<file path="config.mk">
export PLATFORM = sky130hd
export DESIGN_NAME = coef_updater_flat
export DESIGN_NICKNAME = d
export VERILOG_FILES = /design/src/rtl/lr_pkg.sv /design/src/rtl/coef_updater_if.sv /design/src/rtl/sat_add.sv /design/src/rtl/coef_updater.sv /design/src/flat_wrapper.sv
export SDC_FILE = /design/constraint.sdc
export NUM_CORES = 2
export LEC_CHECK = 0
export ABC_CLOCK_PERIOD_IN_PS = 36200
export CORE_MARGIN = 5
export CORE_UTILIZATION = 30
export CTS_CLUSTER_SIZE = 30
export DETAILED_ROUTE_END_ITERATION = 6
export PLACE_DENSITY = 0.56
export SETUP_SLACK_MARGIN = 0.15
export SLEW_MARGIN = 5
export SYNTH_ARGS = -nofsm -noshare
export SYNTH_HDL_FRONTEND = slang
export SYNTH_HIERARCHICAL = 1
export SYNTH_SLANG_ARGS = --single-unit
export TNS_END_PERCENT = 100
</file>
<file path="constraint.sdc">
create_clock -name clk -period 36.2 [get_ports clk]
set_clock_uncertainty 0.2 [all_clocks]
set_input_delay 9.05 -clock clk [delete_from_list [all_inputs] [get_ports clk]]
set_output_delay 9.05 -clock clk [all_outputs]
set_load 0.1 [all_outputs]
</file>
<file path="src/rtl/lr_pkg.sv">
// rtl/lr_pkg.sv - shared constants, state encoding and saturation bounds for the coefficient updater
package lr_pkg;

    localparam int W            = 20;
    localparam int FRAC         = 10;
    localparam int ACC_W        = 32;
    localparam int N_DEF        = 150;
    localparam int LR_SHIFT_DEF = 6;

    localparam logic signed [W-1:0] W_MAX = {1'b0, {(W-1){1'b1}}};
    localparam logic signed [W-1:0] W_MIN = {1'b1, {(W-1){1'b0}}};

    typedef enum logic [1:0] {
        IDLE   = 2'd0,
        ACCUM  = 2'd1,
        UPDATE = 2'd2,
        DONE   = 2'd3
    } state_t;

endpackage

</file>
<file path="src/rtl/coef_updater_if.sv">
// rtl/coef_updater_if.sv - per-sample error stream between the error calculator and the updater
interface coef_updater_if;

    logic                          e_valid;
    logic signed [lr_pkg::W-1:0]   e_in;
    logic signed [lr_pkg::W-1:0]   x_in;
    logic                          e_ready;
    logic [7:0]                    idx;

    modport master (output e_valid, output e_in, output x_in, input e_ready, input idx);
    modport slave  (input e_valid, input e_in, input x_in, output e_ready, output idx);

endinterface

</file>
<file path="src/rtl/sat_add.sv">
// rtl/sat_add.sv - signed ACC_W+1 bit add of a coefficient and a step, clamped to W bits
module sat_add
    import lr_pkg::*;
(
    input  logic signed [W-1:0]     a,
    input  logic signed [ACC_W-1:0] b,
    output logic signed [W-1:0]     y
);

    logic signed [ACC_W:0] sum;

    assign sum = (ACC_W+1)'(a) + (ACC_W+1)'(b);

    always_comb begin
        y = sum[W-1:0];
        if (sum > (ACC_W+1)'(W_MAX)) begin
            y = W_MAX;
        end else if (sum < (ACC_W+1)'(W_MIN)) begin
            y = W_MIN;
        end
    end

endmodule

</file>
<file path="src/rtl/coef_updater.sv">
// rtl/coef_updater.sv - accumulates sum(e) and sum(e*x) over an epoch, then takes one gradient step on b0/b1
module coef_updater
    import lr_pkg::*;
#(
    parameter int N        = N_DEF,
    parameter int LR_SHIFT = LR_SHIFT_DEF
) (
    input  logic                clk,
    input  logic                rst,
    input  logic                load,
    input  logic signed [W-1:0] b0_init,
    input  logic signed [W-1:0] b1_init,
    input  logic                start,
    coef_updater_if.slave       smp,
    output logic signed [W-1:0] b0,
    output logic signed [W-1:0] b1,
    output logic                busy,
    output logic                done
);

    state_t                  state;
    state_t                  state_nxt;
    logic signed [ACC_W-1:0] acc_e;
    logic signed [ACC_W-1:0] acc_ex;
    logic [7:0]              idx;
    logic                    xfer;
    logic                    last;
    logic signed [2*W-1:0]   prod;
    logic signed [ACC_W-1:0] term_ex;
    logic signed [ACC_W-1:0] step_e;
    logic signed [ACC_W-1:0] step_ex;
    logic signed [W-1:0]     b0_upd;
    logic signed [W-1:0]     b1_upd;

    assign xfer    = (state == ACCUM) && smp.e_valid;
    assign last    = (idx == 8'(N - 1));
    assign prod    = smp.e_in * smp.x_in;
    // Full-width product is rescaled first, then sign-extended or truncated to the accumulator.
    assign term_ex = ACC_W'(prod >>> FRAC);
    assign step_e  = acc_e >>> LR_SHIFT;
    assign step_ex = acc_ex >>> LR_SHIFT;
    assign smp.idx = idx;

    sat_add u_sat_b0 (.a(b0), .b(step_e),  .y(b0_upd));
    sat_add u_sat_b1 (.a(b1), .b(step_ex), .y(b1_upd));

    always_ff @(posedge clk) begin
        if (!rst) begin
            state <= IDLE;
        end else begin
            state <= state_nxt;
        end
    end

    always_comb begin
        state_nxt = state;
        case (state)
            IDLE:    if (start) state_nxt = ACCUM;
            ACCUM:   if (xfer && last) state_nxt = UPDATE;
            UPDATE:  state_nxt = DONE;
            DONE:    state_nxt = IDLE;
            default: state_nxt = IDLE;
        endcase
    end

    always_comb begin
        smp.e_ready = (state == ACCUM);
        busy        = (state != IDLE);
        done        = (state == DONE);
    end

    always_ff @(posedge clk) begin
        if (!rst) begin
            b0     <= '0;
            b1     <= '0;
            acc_e  <= '0;
            acc_ex <= '0;
            idx    <= '0;
        end else begin
            case (state)
                IDLE: begin
                    if (load) begin
                        b0 <= b0_init;
                        b1 <= b1_init;
                    end
                    if (start) begin
                        acc_e  <= '0;
                        acc_ex <= '0;
                        idx    <= '0;
                    end
                end
                ACCUM: begin
                    if (xfer) begin
                        acc_e  <= acc_e + ACC_W'(smp.e_in);
                        acc_ex <= acc_ex + term_ex;
                        idx    <= last ? 8'd0 : idx + 8'd1;
                    end
                end
                UPDATE: begin
                    b0 <= b0_upd;
                    b1 <= b1_upd;
                end
                default: ;
            endcase
        end
    end

endmodule
</file>
<file path="src/flat_wrapper.sv">
// flat-port wrapper written by rule: the top's interface ports become plain ports
module coef_updater_flat import lr_pkg::*;
#(
    parameter int N        = N_DEF,
    parameter int LR_SHIFT = LR_SHIFT_DEF
)
  (clk, rst, load, b0_init, b1_init, start, b0, b1, busy, done, smp_e_valid, smp_e_in, smp_x_in, smp_e_ready, smp_idx);
  coef_updater_if smp_i ();
  input  logic clk;
  input  logic rst;
  input  logic load;
  input  logic signed [W-1:0] b0_init;
  input  logic signed [W-1:0] b1_init;
  input  logic start;
  output logic signed [W-1:0] b0;
  output logic signed [W-1:0] b1;
  output logic busy;
  output logic done;
  input wire logic [$bits(smp_i.e_valid)-1:0] smp_e_valid;
  input wire logic [$bits(smp_i.e_in)-1:0] smp_e_in;
  input wire logic [$bits(smp_i.x_in)-1:0] smp_x_in;
  output wire logic [$bits(smp_i.e_ready)-1:0] smp_e_ready;
  output wire logic [$bits(smp_i.idx)-1:0] smp_idx;
  assign smp_i.e_valid = smp_e_valid;
  assign smp_i.e_in = smp_e_in;
  assign smp_i.x_in = smp_x_in;
  assign smp_e_ready = smp_i.e_ready;
  assign smp_idx = smp_i.idx;
  coef_updater #(.N(N), .LR_SHIFT(LR_SHIFT)) u_core (.clk(clk), .rst(rst), .load(load), .b0_init(b0_init), .b1_init(b1_init), .start(start), .smp(smp_i), .b0(b0), .b1(b1), .busy(busy), .done(done));
endmodule
</file>
==> key figures <==
GRT
  • Total track usage: roughly 16%
  • First-pass GRT wire length: ~120 mm
  • Vias in the first global route: 21.5k
  • Total grt overflow: 0
  • Antenna violations before repair: 4
  • Largest net degree at the start of global routing: a little over 80

CTS
  • Hold_buf cts: 0
  • CTS buffer count: 17
  • Post_cts resized: 0
  • Setup bufs post-CTS: 0
  • Worst-case clock buffer depth: 2
  • Worst skew pair latency: approximately 440 ps
  • Clock root cell: clkbuf_16
  • TritonCTS Sinks: between 100 and 150
  • Clock slew at reported path FFs: about 60 ps
  • TritonCTS clock tree: yes
  • CTS H-tree depth: 4

Floorplanning
  • Number of placed I/O pins: 136
  • Rows: between 100 and 150
  • Die area: around 0.095 sq mm
  • Core Box Area: between 0.08 and 0.09 sq mm
  • Initial Util: 30.2%
  • Die Ht: 308 um
  • Die X: just over 300 um

Setup path
  • Crit end category: register
  • CP Class: in2reg
  • CP max-delay cell: clkdlybuf4s50_1
  • Reg-to-Reg Start: u_core/b1[19]
  • Critical Path AT: between 15000 and 20000 ps
  • R2R depth: 14
  • Most used cell, CP: fa_1
  • R2R setup slack: roughly 31000 ps
  • Crit start category: primary input
  • Critical Path RT: around 36000 ps
  • Slowest stage delay, CP: roughly 850 ps
  • Capture point of the worst reg-to-reg path: u_core/b1[3]
  • Critical path peak fanout: 20

Layout
  • Reg area: about 0.0023 sq mm
  • Commonest cells after routing, fill and taps aside: inv_1 (520), fa_1 (423), nand2_1 (315)
  • Area Overhead vs Synth: 11.2%
  • Filler Cells Inserted: 9221
  • Share of layout cells above drive strength 1: under 10%
  • Layout Nets: around 3.9k
  • Commonest non-fill, non-tap cell in the layout: inv_1
  • Multi-input gate area: around 0.022 sq mm

Timing
  • Final worst path period need: approximately 19000 ps
  • Worst slew margin relative to its limit: 24.7%
  • Fin crit share: between 50% and 60%
  • Worst Max-Slew Pin Slew: approximately 1100 ps
  • Setup violations, final: 0
  • RSZ-0062 raised after global routing: false
  • Setup TNS: 0 ps
  • Max Fclk: ~52 MHz
  • Fin. max-slew vios: 0
  • Final Hold Viols: 0

Synthesis
  • Main synth FF type: dfxtp_1
  • Avg Cell Area, Syn: ~8.5 sq um
  • Syn nets: approximately 3.9k
  • Synth async-reset ratio: 0%
  • Synth Register Bits: between 100 and 150
  • Mapped Area: approximately 0.027 sq mm
  • EDFF count, synth: 0
  • Cells after Synth: 3126
  • Seq/Total Area, Yosys: under 10%
  • Synth Warn #: 6
  • Synth cell types: 86

Placed design
  • Port-buffer cells: 135
  • Routability cong.: around 0.86
  • DP Wirelength: between 60 and 70 mm

Hold path
  • Cells on Worst Hold Path: 2
  • HP Start: u_core/acc_e[2]
  • WHS Endpoint: u_core/acc_e[2]
  • Hold WC Path Type: reg2reg

Routing
  • Post-DRT Antenna Nets: 0
  • Vias per cell: about 4.9
  • DRT iter0 DRCs: between 1k and 1.5k
  • Number of iterations in the first detailed-routing pass: 5
  • Drt total wl: around 75 mm
  • Vias: around 21k
  • # DRC: 0
  • DR WL/cell: around 17 um

Flow run
  • Max_cap viols: 0

Outcome
  • Status: finished clean
==> synthesized netlist by cell type (8+ instances only) <==
| library cell | n | area [sq um] |
|---|---|---|
| mux2i_1 | 43 | 430 |
| o21a_1 | 18 | 135 |
| a21boi_0 | 9 | 67.6 |
| or3_1 | 9 | 56.3 |
| o21bai_1 | 14 | 105 |
| buf_2 | 26 | 130 |
| nor2_1 | 121 | 454 |
| a21oi_1 | 144 | 721 |
| o21ai_0 | 113 | 566 |
| nand4b_1 | 8 | 70.1 |
| inv_1 | 520 | 1950 |
| fa_1 | 423 | 8470 |
| o211ai_1 | 17 | 128 |
| o2111ai_1 | 8 | 70.1 |
| nand2_1 | 316 | 1190 |
| nor2b_1 | 54 | 338 |
| nand2b_1 | 26 | 163 |
| o211a_1 | 42 | 420 |
| and3_1 | 10 | 62.6 |
| o21ai_1 | 28 | 140 |
| a21o_1 | 55 | 413 |
| xnor2_1 | 75 | 657 |
| nor3_1 | 32 | 160 |
| and2_1 | 230 | 1440 |
| dfxtp_1 | 114 | 2280 |
| nand4_1 | 27 | 169 |
| xor2_1 | 67 | 587 |
| a22oi_1 | 30 | 225 |
| clkbuf_1 | 116 | 435 |
| ha_1 | 237 | 2970 |
| nand3_1 | 35 | 175 |
| a211oi_1 | 10 | 75.1 |
| a31oi_1 | 12 | 75.1 |
==> registers in the layout (all words and copies together) (netlist names) <==
name            count
u_core/smp.idx      8
u_core/acc_e       32
u_core/state        2
u_core/acc_ex      32
u_core/b1          20
u_core/b0          20
==> metal layers <==
layer	vias up	part of all wire (%)	routed length [um]	global-route usage (%)
met2	387	51	38100	28.1
met1	10700	44	33100	20.6
met4	4	1.4	1070	2.56
met3	58	3.8	2850	2.16
met5	-	0.028	21	0
li1	10200	-	-	-
==> cells by family (layout without fill, tap and decap cells) <==
family,Yosys count,count (layout),synth area share [%]
simple gates,914,914,17.5
buf+inv,671,715,9.64
fa+ha+maj,660,660,42.9
compound gates,579,579,15.0
xor+xnor,144,144,4.79
flops,114,114,8.56
mux,44,44,1.66
other cells,0,1,0
==> worst max-delay path by stage <==
stage                           start                end  slack (ps)  cells after the start
after floorplan           smp_x_in[4]  u_core/acc_ex[31]       18340                     39
after global placement    smp_x_in[6]  u_core/acc_ex[31]       16750                     39
after detailed placement  smp_x_in[6]  u_core/acc_ex[30]       16650                     38
after CTS                 smp_x_in[6]  u_core/acc_ex[30]       17060                     38
after global routing      smp_x_in[6]  u_core/acc_ex[30]       16320                     38
final                     smp_x_in[6]  u_core/acc_ex[30]       16990                     38
==> critical path, delay by kind of cell <==
kind,cells,cell delay (ps)
AND/OR/NAND/NOR,6,1240
buffers and inverters,7,1140
AO/OA/AOI/OAI,15,3490
XOR/XNOR,1,160
adder cells (fa/ha/maj),9,4170
==> layout make-up <==
cell class,instances,share of cell area [%]
multi-input combinational,2341,73.6
sequential,114,7.70
inverter,520,6.58
timing repair buffer,163,5.25
tap,1165,4.92
clock buffer,21,1.52
clock inverter,11,0.443
antenna,1,0.00844
==> per-stage QoR <==
| stage | setup slack, ps | std cells | instance area [sq um] | hold WS [ps] | util (%) |
|---|---|---|---|---|---|
| 5_1_grt | 16320 | 4335 | 29700 | 284 | 33.6 |
| 4_1_cts | 17060 | 4335 | 29700 | 277 | 33.6 |
| 3_5_place_dp | 16650 | 4303 | 29100 | 269 | 32.9 |
| 6_report | 16990 | 4336 | 29700 | 274 | 33.6 |
| 2_1_floorplan | 18340 | 3126 | 26700 | 245 | - |
| 3_3_place_gp | 16750 | 4303 | 29100 | 262 | 32.9 |
Power is left out: the tool's default activity adds up to more than one toggle a clock period on the data nets, which glitch-free logic cannot reach.
==> variant, RTL diff (same settings) <==
The package constant `W` goes from 20 to 10.
--- a/src/rtl/lr_pkg.sv
+++ b/src/rtl/lr_pkg.sv
@@ -2,5 +2,5 @@
 package lr_pkg;
 
-    localparam int W            = 20;
+    localparam int W            = 10;
     localparam int FRAC         = 10;
     localparam int ACC_W        = 32;
Ports: changed (6 resized); port bits go from 136 to 76. No check against the original RTL was run, so the function may have changed too.
==> variant against the original RTL <==
Routed wire length down 46%. Synthesized area down 45%. Cell count down 42%. Register-to-register slack better by 0.12 ns. Worst setup slack better by 1.9 ns. Sequential cell count down 20. Final area down 45%. Core utilization about the same. First-iteration DRC count down 38%. Highest routed layer is now met4.
Power is left out: the tool's default activity adds up to more than one toggle a clock period on the data nets, which glitch-free logic cannot reach.
==> variant: results (changes against the original RTL) <==
Vias in the first global route - 12900 (-40%)
Placer Congestion - 0.853 (-0.49%)
Async SR Flop Fraction - 0% (unchanged)
CTS max path bufs - 2 (unchanged)
Clk root buf - clkbuf_16
Worst Tran Pin Value - 1.24 ns (+0.115 ns)
Commonest cells in the netlist - nand2_1 (187), ha_1 (183), inv_1 (165), a21oi_1 (124)
Post-DP HPWL - 31800 um (-47%)
Fill count - 5095 (-45%)
Reg clk slew, reported paths - 0.08 ns (+0.02 ns)
Initial DRC count - 726 (-38%)
Nets - 2169 (-44%)
Post-synthesis instance total - 1823 (-42%)
Drt wl/cell - 16.0 um (-7.4%)
CP max stage delay - 0.61 ns (-0.24 ns)
Worst-Skew Late Latency - 0.38 ns (-0.06 ns)
Post-Syn Nets - 2145 (-45%)
Crit path arrival time - 17.34 ns (-1.95 ns)
Global-route wire length before repair - 66400 um (-45%)
Library cells used by synthesis - 97 (+13%)
Largest net degree at the start of global routing - 48 (-41%)
Vias/cell - 5.19 (+5.7%)
Yosys warns - 6 (unchanged)
Status - finished clean
DRC violations left - 0 (unchanged)
Post-CTS sizing - 0 (unchanged)
Share of layout cells above drive strength 1 - 4.48% (+0.60 points)
CTS Buf Count - 9 (-8)
Crit-path max FO - 34 (+70%)
Initial antenna violation count - 1 (-3)
Regs by FF count - u_core/acc_e x32, u_core/acc_ex x32
Dpl ws - 18.58 ns (+1.93 ns)
H-Tree Level Count - 3 (-1)
Dpl cells - 2500 (-42%)
Routed WL - 40400 um (-46%)
Slowest CP cell - fa_1
Post-CTS setup buffers - 0 (unchanged)
GR Util All Layers - 15.0% (-0.76 points)
First drt pass iteration count - 5 (unchanged)
Synth area leaders - ha_1 (16%), dfxtp_1 (13%), fa_1 (13%)
Hold Path Class - reg2reg
Synth Flop Type - dfxtp_1
Post-synthesis sequential area ratio - 12.8% (+4.2 points)
IO buf count - 75 (-44%)
==> variant: worst paths after layout <==
check                         from                end  slack, ns  cells after the start
setup / recovery       smp_e_in[9]  u_core/acc_ex[31]      18.92                     29
hold / removal    u_core/acc_ex[2]   u_core/acc_ex[2]       0.28                      2
setup reg to reg   u_core/acc_e[6]       u_core/b0[0]      31.46                     16
hold reg to reg   u_core/acc_ex[2]   u_core/acc_ex[2]       0.28                      2
==> variant: per-layer routing <==
layer | share of wire (%) | up-vias | track usage [%]
met5 | 0 | - | 0
met4 | 1.6 | 0 | 3.42
met3 | 4.1 | 30 | 2.51
met2 | 48 | 225 | 25.3
met1 | 47 | 6286 | 20.0
li1 | - | 6527 | -
==> variant: worst max-delay path, delay by kind of cell <==
family	cells	cell delay, ns
fa+ha+maj	7	3.39
compound gates	13	2.93
buf+inv	6	1.38
xor+xnor	2	0.38
simple gates	1	0.17
==> variant: cell families (layout without fill, tap and decap cells) <==
logic type | Yosys count | count (layout) | share of synthesized area (%)
AO/OA/AOI/OAI | 511 | 511 | 24.3
XOR/XNOR | 123 | 123 | 7.42
adder cells (fa/ha/maj) | 277 | 277 | 28.3
buffers and inverters | 238 | 267 | 6.37
flip-flops | 94 | 94 | 12.8
multiplexers | 25 | 25 | 1.72
other | 0 | 1 | 0
AND/OR/NAND/NOR | 555 | 555 | 19.0
==> variant: stage by stage <==
stage,instance area [um^2],hold slack (ns),utilization [%]
after floorplan,14700,0.245,-
after global routing,16400,0.321,33.6
after CTS,16400,0.287,33.6
final,16400,0.277,33.6
after global placement,16100,0.267,33.0
after detailed placement,16100,0.277,33.0
==> variant: layout make-up <==
type,count,area share [%]
Inverter,167,3.82
Timing Repair Buffer,84,4.96
Antenna cell,1,0.0153
Tap cell,664,5.07
Sequential cell,94,11.5
Clock buffer,10,1.40
Clock inverter,6,0.557
Multi-Input combinational cell,1491,72.7
